===== src/rtl/controle_elevador_chamadas_pkg.sv =====
// Shared definitions for the elevator controller: FSM states, direction
// encoding and default timing.
package pkg_elevador;

  typedef enum logic [1:0] {
    PARADO  = 2'd0,
    MOVENDO = 2'd1,
    PORTA   = 2'd2
  } estado_t;

  localparam logic SOBE  = 1'b1;
  localparam logic DESCE = 1'b0;

  localparam int unsigned N_ANDARES_PADRAO = 4;
  localparam int unsigned T_VIAGEM_PADRAO  = 2;
  localparam int unsigned T_PORTA_PADRAO   = 3;

  function automatic int unsigned max_u(input int unsigned a, input int unsigned b);
    return (a > b) ? a : b;
  endfunction

endpackage


===== src/rtl/controle_elevador_chamadas_busca_chamadas.sv =====
// Combinational call search: flags pending calls above, below and at a floor.
module busca_chamadas #(
  parameter int unsigned N_ANDARES = 4,
  parameter int unsigned W_ANDAR   = $clog2(N_ANDARES)
) (
  input  logic [N_ANDARES-1:0] pendentes,
  input  logic [W_ANDAR-1:0]   andar,
  output logic                 acima,
  output logic                 abaixo,
  output logic                 aqui
);

  // Scan every floor and classify it relative to the reference floor
  always_comb begin
    acima  = 1'b0;
    abaixo = 1'b0;
    aqui   = 1'b0;
    for (int unsigned i = 0; i < N_ANDARES; i++) begin
      if (i > 32'(andar)) begin
        acima = acima | pendentes[i];
      end else if (i < 32'(andar)) begin
        abaixo = abaixo | pendentes[i];
      end else begin
        aqui = pendentes[i];
      end
    end
  end

endmodule


===== src/rtl/controle_elevador_chamadas.sv =====
// SCAN elevator controller: latches floor calls, steps between floors and
// holds the door open, all timed in units of the external tick enable.
module controle_elevador_chamadas
  import pkg_elevador::*;
#(
  parameter int unsigned N_ANDARES = N_ANDARES_PADRAO,
  parameter int unsigned W_ANDAR   = $clog2(N_ANDARES),
  parameter int unsigned T_VIAGEM  = T_VIAGEM_PADRAO,
  parameter int unsigned T_PORTA   = T_PORTA_PADRAO
) (
  input  logic                 clock_in,
  input  logic                 reset_n,
  input  logic                 tick,
  input  logic [N_ANDARES-1:0] chamada,
  output logic [W_ANDAR-1:0]   andar_atual,
  output logic                 subindo,
  output logic                 descendo,
  output logic                 porta_aberta,
  output logic [N_ANDARES-1:0] pendentes
);

  localparam int unsigned W_CNT = $clog2(max_u(T_VIAGEM, T_PORTA) + 1);

  estado_t              estado_q, estado_d;
  logic                 dir_q, dir_d;
  logic [W_ANDAR-1:0]   andar_q, andar_d;
  logic [W_CNT-1:0]     cnt_viagem_q, cnt_viagem_d;
  logic [W_CNT-1:0]     cnt_porta_q, cnt_porta_d;
  logic [N_ANDARES-1:0] pend_q;
  logic [N_ANDARES-1:0] limpa;
  logic [W_ANDAR-1:0]   andar_viz;

  logic acima, abaixo, aqui;
  logic acima_v, abaixo_v, aqui_v;
  logic adiante, atras, adiante_v;

  // Floor reached by the next step in the current direction, clamped at the ends
  always_comb begin
    andar_viz = andar_q;
    if (dir_q == SOBE) begin
      if (andar_q != W_ANDAR'(N_ANDARES - 1)) andar_viz = andar_q + W_ANDAR'(1);
    end else begin
      if (andar_q != '0) andar_viz = andar_q - W_ANDAR'(1);
    end
  end

  busca_chamadas #(
    .N_ANDARES (N_ANDARES),
    .W_ANDAR   (W_ANDAR)
  ) u_busca_atual (
    .pendentes (pend_q),
    .andar     (andar_q),
    .acima     (acima),
    .abaixo    (abaixo),
    .aqui      (aqui)
  );

  // Same search seen from the floor about to be entered, so the arrival
  // decision uses the new floor without an extra cycle
  busca_chamadas #(
    .N_ANDARES (N_ANDARES),
    .W_ANDAR   (W_ANDAR)
  ) u_busca_vizinho (
    .pendentes (pend_q),
    .andar     (andar_viz),
    .acima     (acima_v),
    .abaixo    (abaixo_v),
    .aqui      (aqui_v)
  );

  assign adiante   = (dir_q == SOBE) ? acima   : abaixo;
  assign atras     = (dir_q == SOBE) ? abaixo  : acima;
  assign adiante_v = (dir_q == SOBE) ? acima_v : abaixo_v;

  // Next-state, counters, floor step and call-clear mask; only ticks advance
  always_comb begin
    estado_d     = estado_q;
    dir_d        = dir_q;
    andar_d      = andar_q;
    cnt_viagem_d = cnt_viagem_q;
    cnt_porta_d  = cnt_porta_q;
    limpa        = '0;
    if (tick) begin
      case (estado_q)
        PARADO: begin
          if (aqui) begin
            estado_d       = PORTA;
            limpa[andar_q] = 1'b1;
            cnt_porta_d    = W_CNT'(T_PORTA);
          end else if (acima) begin
            dir_d        = SOBE;
            estado_d     = MOVENDO;
            cnt_viagem_d = W_CNT'(T_VIAGEM);
          end else if (abaixo) begin
            dir_d        = DESCE;
            estado_d     = MOVENDO;
            cnt_viagem_d = W_CNT'(T_VIAGEM);
          end
        end
        MOVENDO: begin
          // The tick that takes the counter to zero is the arrival tick
          if (cnt_viagem_q > W_CNT'(1)) begin
            cnt_viagem_d = cnt_viagem_q - W_CNT'(1);
          end else begin
            andar_d = andar_viz;
            if (aqui_v) begin
              estado_d         = PORTA;
              limpa[andar_viz] = 1'b1;
              cnt_porta_d      = W_CNT'(T_PORTA);
              cnt_viagem_d     = '0;
            end else if (adiante_v) begin
              cnt_viagem_d = W_CNT'(T_VIAGEM);
            end else begin
              estado_d     = PARADO;
              cnt_viagem_d = '0;
            end
          end
        end
        PORTA: begin
          // A call at this floor while open keeps the door open
          if (aqui || chamada[andar_q]) begin
            limpa[andar_q] = 1'b1;
            cnt_porta_d    = W_CNT'(T_PORTA);
          end else if (cnt_porta_q > W_CNT'(1)) begin
            cnt_porta_d = cnt_porta_q - W_CNT'(1);
          end else begin
            cnt_porta_d = '0;
            if (adiante) begin
              estado_d     = MOVENDO;
              cnt_viagem_d = W_CNT'(T_VIAGEM);
            end else if (atras) begin
              dir_d        = ~dir_q;
              estado_d     = MOVENDO;
              cnt_viagem_d = W_CNT'(T_VIAGEM);
            end else begin
              estado_d = PARADO;
            end
          end
        end
        default: begin
          estado_d = PARADO;
        end
      endcase
    end
  end

  // State, direction, floor and timer registers
  always_ff @(posedge clock_in or negedge reset_n) begin
    if (!reset_n) begin
      estado_q     <= PARADO;
      dir_q        <= SOBE;
      andar_q      <= '0;
      cnt_viagem_q <= '0;
      cnt_porta_q  <= '0;
    end else begin
      estado_q     <= estado_d;
      dir_q        <= dir_d;
      andar_q      <= andar_d;
      cnt_viagem_q <= cnt_viagem_d;
      cnt_porta_q  <= cnt_porta_d;
    end
  end

  // Call latch runs every clock; clearing the served floor beats a new set there
  always_ff @(posedge clock_in or negedge reset_n) begin
    if (!reset_n) begin
      pend_q <= '0;
    end else begin
      pend_q <= (pend_q | chamada) & ~limpa;
    end
  end

  assign andar_atual  = andar_q;
  assign subindo      = (estado_q == MOVENDO) && (dir_q == SOBE);
  assign descendo     = (estado_q == MOVENDO) && (dir_q == DESCE);
  assign porta_aberta = (estado_q == PORTA);
  assign pendentes    = pend_q;

endmodule


===== config.mk =====
export PLATFORM = sky130hd
export DESIGN_NAME = controle_elevador_chamadas
export DESIGN_NICKNAME = d
export VERILOG_FILES = /design/src/rtl/controle_elevador_chamadas_pkg.sv /design/src/rtl/controle_elevador_chamadas_busca_chamadas.sv /design/src/rtl/controle_elevador_chamadas.sv
export SDC_FILE = /design/constraint.sdc
export NUM_CORES = 1
export LEC_CHECK = 0
export ABC_AREA = 1
export CAP_MARGIN = 20
export CORE_UTILIZATION = 40
export CTS_CLUSTER_DIAMETER = 150
export DETAILED_ROUTE_END_ITERATION = 16
export HOLD_SLACK_MARGIN = 0.12
export PLACE_DENSITY = 0.67
export SLEW_MARGIN = 20
export SYNTH_ARGS = -nofsm -noshare
export SYNTH_HDL_FRONTEND = slang
export SYNTH_HIERARCHICAL = 1
export SYNTH_SLANG_ARGS = --single-unit
export TNS_END_PERCENT = 1

===== constraint.sdc =====
create_clock -name clock_in -period 4.35 [get_ports clock_in]
set_clock_uncertainty 0.15 [all_clocks]
set_input_delay 1.305 -clock clock_in [delete_from_list [all_inputs] [get_ports clock_in]]
set_output_delay 1.305 -clock clock_in [all_outputs]
set_load 0.005 [all_outputs]

Word level (Yosys, flattened, before mapping):

Index checks and enable logic that the tools add are counted.

* bits in registers: 13
* latch bits: 0
* RAM bits: 0
* memory bits (read-only): 0
* bits of input ports: 7
* output and inout port bits: 9
* word-level logic and storage cells: 152
* memories: 0

* add/subtract/negate cells: 4
* multipliers: 0
* div/mod/pow operators: 0
* order comparisons: 18
* eq/ne operators: 15
* shift operators: 0
* mux-type cells: 82
* bitwise logic cells: 13
* reductions and logical operators: 14

Operators by type and width (count)
* $mux 2: 26
* $mux 1: 43
* $mux 4: 5
* $pmux 2 s3: 3
* $ne 2x2->1 const B: 8
* $pmux 4 s3: 1
* $gt 2x2->1 const A: 4
* $lt 1x2->1 const A: 4
* $or 1x1->1: 8
* $reduce_and 8->1: 1
* $reduce_and 7->1: 1
* $lt 2x3->1 const B: 2
* $ne 3x3->1 const B: 2
* $reduce_and 6->1: 1
* $sub 2x1->2 const B: 3
* $reduce_and 5->1: 1
* $and 4x4->4: 1
* $demux 1 s2: 2
* $ge 2x1->1 const B: 2
* $gt 1x2->1 const A: 2
* $gt 2x1->1 const B: 2
* $logic_and 1x1->1: 4
* $lt 2x2->1 const A: 2
* $ne 4x4->1 const B: 1
* other kinds (15): 17

Logic depth before layout (Yosys ltp):

* word-level depth: 16
* mapped depth: 17
* depth with buffers taken out: 17

Cells and area by module:

Netlist, hierarchy kept.

By module, submodules not included
* controle_elevador_chamadas: instances 1, cells an instance 139, area each 939.7 µm², sequential area each 326.6 µm²
* busca_chamadas: instances 2, cells an instance 24, area each 92.6 µm², sequential area each 0.0 µm²

Worst setup path before layout:

Ideal clock, no wire load.

* path kind: register to output
* from: reg estado_q[0]
* to: out descendo
* arrival time: 862 ps
* data required time: 2895 ps
* path slack: 2033 ps
* cell stages (with the launch flop): 5
* buffers on the path: 0
* cell sequence: dfrtp_1 inv_2 nor2_2 inv_2 nor2_1

* longest elaborated chain between the ends: 2

Ends and longest elaborated chain
* from (decl): RTL line controle_elevador_chamadas.sv:24 `estado_t estado_q, estado_d;`
* from (signal assigned): RTL line controle_elevador_chamadas.sv:156 `estado_q <= estado_d;`
* $eq 2x1->1: RTL line controle_elevador_chamadas.sv:175 `assign descendo = (estado_q == MOVENDO) && (dir_q == DESCE);`
* $logic_and 1x1->1: RTL line controle_elevador_chamadas.sv:175
* to (decl): RTL line controle_elevador_chamadas.sv:17 `output logic descendo,`

No other way between the ends.

Worst setup path in the final report:

* from: reg estado_q[0]
* to: out subindo

* longest elaborated chain between the ends: 2

Ends and longest elaborated chain
* $eq 2x1->1: RTL line controle_elevador_chamadas.sv:174 `assign subindo = (estado_q == MOVENDO) && (dir_q == SOBE);`
* $logic_and 1x1->1: RTL line controle_elevador_chamadas.sv:174
* to (decl): RTL line controle_elevador_chamadas.sv:16 `output logic subindo,`

No other way between the ends.

==> Flow_metrics.wiki <==
{| class="wikitable"
! Metric !! Value
|-
| Width of the die || 55.03 microns
|-
| Clock-pin transition on the worst setup and hold timing paths || 0.09 ns
|-
| Global-route wire length before repair || 4767 microns
|-
| Final design instance area without fill || 1334 sq um
|-
| Nets in the synthesized netlist || 194
|-
| Clock buffer count from CTS || 3
|-
| Dominant cells by area after synthesis || sky130_fd_sc_hd__dfrtp_1 27%, sky130_fd_sc_hd__nand2_1 20%, sky130_fd_sc_hd__nand3_1 9.8%
|-
| Netlist area before placement || 1125 sq um
|-
| Final critical-path required period || 3.207 ns
|-
| Critical Path End Type || output pin
|-
| Post-Place Cells || 231
|-
| Power density normalized to cell area || 796.5 nW/um^2
|-
| Final Instance Count excl. Fillers || 235
|-
| GR Overflow Total || 0
|-
| Number of filler cells placed in the layout || 276
|-
| Number of enable flip-flop cells after synthesis || 0
|-
| Proportion of power drawn by flip-flops and latches || 0.270
|-
| Max FO, Critical Path || 6
|-
| Detailed placement HPWL || 2184 microns
|-
| Slack of the worst reg-to-reg path || 1.92 ns
|-
| Share of total power consumed by net switching || 0.5487
|-
| Critical Path Start Type || flip-flop
|-
| Instance count of the mapped netlist || 187
|-
| Antenna violations before repair || 0
|-
| Required time at the worst-slack endpoint || 2.89 ns
|-
| Antenna Nets Post-Route || 0
|-
| Drt first pass iters || 4
|-
| Max VDD drop || 381.4 uV
|-
| Net switching power || 582.9 uW
|-
| Iteration-0 DRC Markers || 35
|-
| Tightest hold margin || 0.3613 ns
|-
| I/O pin count || 16
|-
| Starting density of the core || 0.4381
|-
| Clock latency on the worst-skew pair || 0.28 ns
|-
| Most used standard cell by instance count after synthesis || sky130_fd_sc_hd__nand2_1
|-
| Status || finished clean
|-
| Area of the core || 2567 sq um
|-
| Number of clock sinks || 13
|-
| Share of cells above drive strength 1 || 0.1073
|-
| Overall power consumption || 1.062 mW
|-
| Number of design rule violations left after detail routing || 0
|-
| Aggregate routed wire length || 2846 microns
|-
| Largest buffer count on any clock path || 2
|-
| Final worst-path cycle share || 0.7373
|-
| Part of the total power dissipated in the clock network || 0.074
|-
| Number of violations of the max-capacitance limit || 0
|-
| Final GP Congestion || 0.8259
|-
| Slew at the pin closest to its max-slew limit || 0.6081 ns
|-
| Global-route usage over all layers || 0.2199
|-
| # port buffers || 15
|-
| Critical path class || flip-flop to output pin
|-
| Achievable frequency || 311.8 MHz
|-
| Setup slack at placement || 1.452 ns
|-
| # diodes || 0
|-
| Internal Dissipation || 479.5 uW
|-
| Number of warnings issued by yosys || 6
|-
| Setup TNS || 0 ns
|-
| Average instance area after synthesis || 6.015 sq um
|-
| RSZ-0062 raised after global routing || no
|-
| Pins over their slew limit || 0
|-
| Top post-synthesis cells by count || 61 x sky130_fd_sc_hd__nand2_1, 24 x sky130_fd_sc_hd__inv_1, 23 x sky130_fd_sc_hd__nor2_1, 22 x sky130_fd_sc_hd__nand3_1, 12 x sky130_fd_sc_hd__dfrtp_1
|-
| Share of synthesized area occupied by flip-flops and latches || 0.2903
|-
| Dpl cell area || 1308 sq um
|-
| Via Count || 1242
|-
| Full die area || 3028 sq um
|-
| Root cell of the clock tree || sky130_fd_sc_hd__clkbuf_4
|-
| Share of async-settable or async-resettable flops after synthesis || 1.000
|-
| Average detailed-routed wire length per instance || 12.11 microns
|-
| Post-synthesis cell type with the largest combined area || sky130_fd_sc_hd__dfrtp_1
|-
| Number of distinct standard cells referenced by the synthesized netlist || 23
|-
| Utilization after layout || 0.5195
|-
| Final count of negative-setup-slack endpoints || 0
|-
| Data arrival time at the worst-slack endpoint || 1.75 ns
|-
| FF+latch count, synth || 13
|-
| Routed via count divided by cell count || 5.285
|-
| Clock tree from TritonCTS || yes
|-
| Leading register cell type out of synthesis || sky130_fd_sc_hd__dfrtp_1
|-
| Gate power share || 0.657
|-
| Total number of placement rows || 18
|-
| H-tree Lvls || 1
|-
| Vertical die dimension || 55.03 microns
|-
| Share of the synthesized area in the top cell type || 0.2670
|-
| Fin nets || 213
|-
| Largest net degree at the start of global routing || 14
|-
| Hold WC Path Type || flip-flop to flip-flop
|-
| Leak Pwr || 0.7185 nW
|-
| Final Worst Setup Slack || 1.143 ns
|-
| Remaining max-slew budget at the tightest pin || 0.5933
|-
| Area growth from synthesis to final layout || 18.58%
|-
| Post-CTS Setup Repair Bufs || 0
|-
| Final Hold Vio Count || 0
|-
| Post-CTS resize count || 0
|-
| Number of global-route vias before repair || 1101
|-
| Number of buffers inserted for hold repair after clock tree synthesis || 0
|}
==> critical path: stages (launching register included) <==
cell	delay, ns
sky130_fd_sc_hd__dfrtp_1	0.51
sky130_fd_sc_hd__inv_2	0.07
sky130_fd_sc_hd__nor2_2	0.18
sky130_fd_sc_hd__inv_2	0.11
sky130_fd_sc_hd__nor2_1	0.10
sky130_fd_sc_hd__clkdlybuf4s50_1	0.50
==> worst paths after layout <==
path	cells after the start	endpoint	start
min	2	cnt_porta_q[0]	cnt_porta_q[0]
max in group asynchronous	1	pendentes[0]	reset_n
min in group asynchronous	1	cnt_porta_q[0]	reset_n
max	5	subindo	estado_q[0]
max reg2reg	13	cnt_porta_q[1]	andar_atual[1]
min reg2reg	2	cnt_porta_q[0]	cnt_porta_q[0]
==> per-layer routing <==
| layer | vias to the layer above | part of all wire | wire [microns] | global-route usage |
|---|---|---|---|---|
| li1 | 631 | - | - | - |
| met1 | 566 | 0.45 | 1271 | 0.2888 |
| met2 | 39 | 0.49 | 1399 | 0.3715 |
| met3 | 6 | 0.046 | 132 | 0.02732 |
| met4 | 0 | 0.015 | 42 | 0.07083 |
| met5 | - | 0 | 0 | 0 |
==> cell type report <==
type	instances	area (sq um)	share of cell area
sequential	13	326.6	0.2448
timing repair buffer	15	150.1	0.1126
inverter	30	112.6	0.08443
multi-input combinational	143	680.7	0.5103
tap	30	37.54	0.02814
clock buffer	4	26.28	0.01970
==> sequential cells by signal (all words and copies together) (netlist names) <==
name          cells
estado_q          2
cnt_porta_q       2
dir_q             1
cnt_viagem_q      2
pendentes         4
andar_atual       2
==> cells in the final DEF, fill, tap and decap left out, drive strengths merged, types with 2 or more instances in the layout <==
cell type      instances
inv                   30
nor3                   4
o21ai                 15
clkdlybuf4s50         15
dfrtp                 12
a21oi                  7
nand2                 62
clkbuf                 4
nand4                  2
nand3                 24
nor2                  27
==> power groups by stage <==
stage	clock network (mW)	registers (mW)	logic (mW)
final	0.0781	0.287	0.698
after global routing	0.0864	0.300	0.790
after CTS	0.0814	0.284	0.696
after detailed placement	0	0.287	0.691
after global placement	0	0.283	0.673
after floorplan	0	0.255	0.516
==> cells by family (layout without fill, tap and decap cells) <==
group / count (synthesis) / in the layout / synth area share
DFF: 13 / 13 / 0.2903
and+or+nand+nor: 120 / 120 / 0.4939
AOI/OAI and AO/OA: 23 / 23 / 0.1112
buffers and inverters: 31 / 49 / 0.1046
Power figures use the tool's default switching activity.
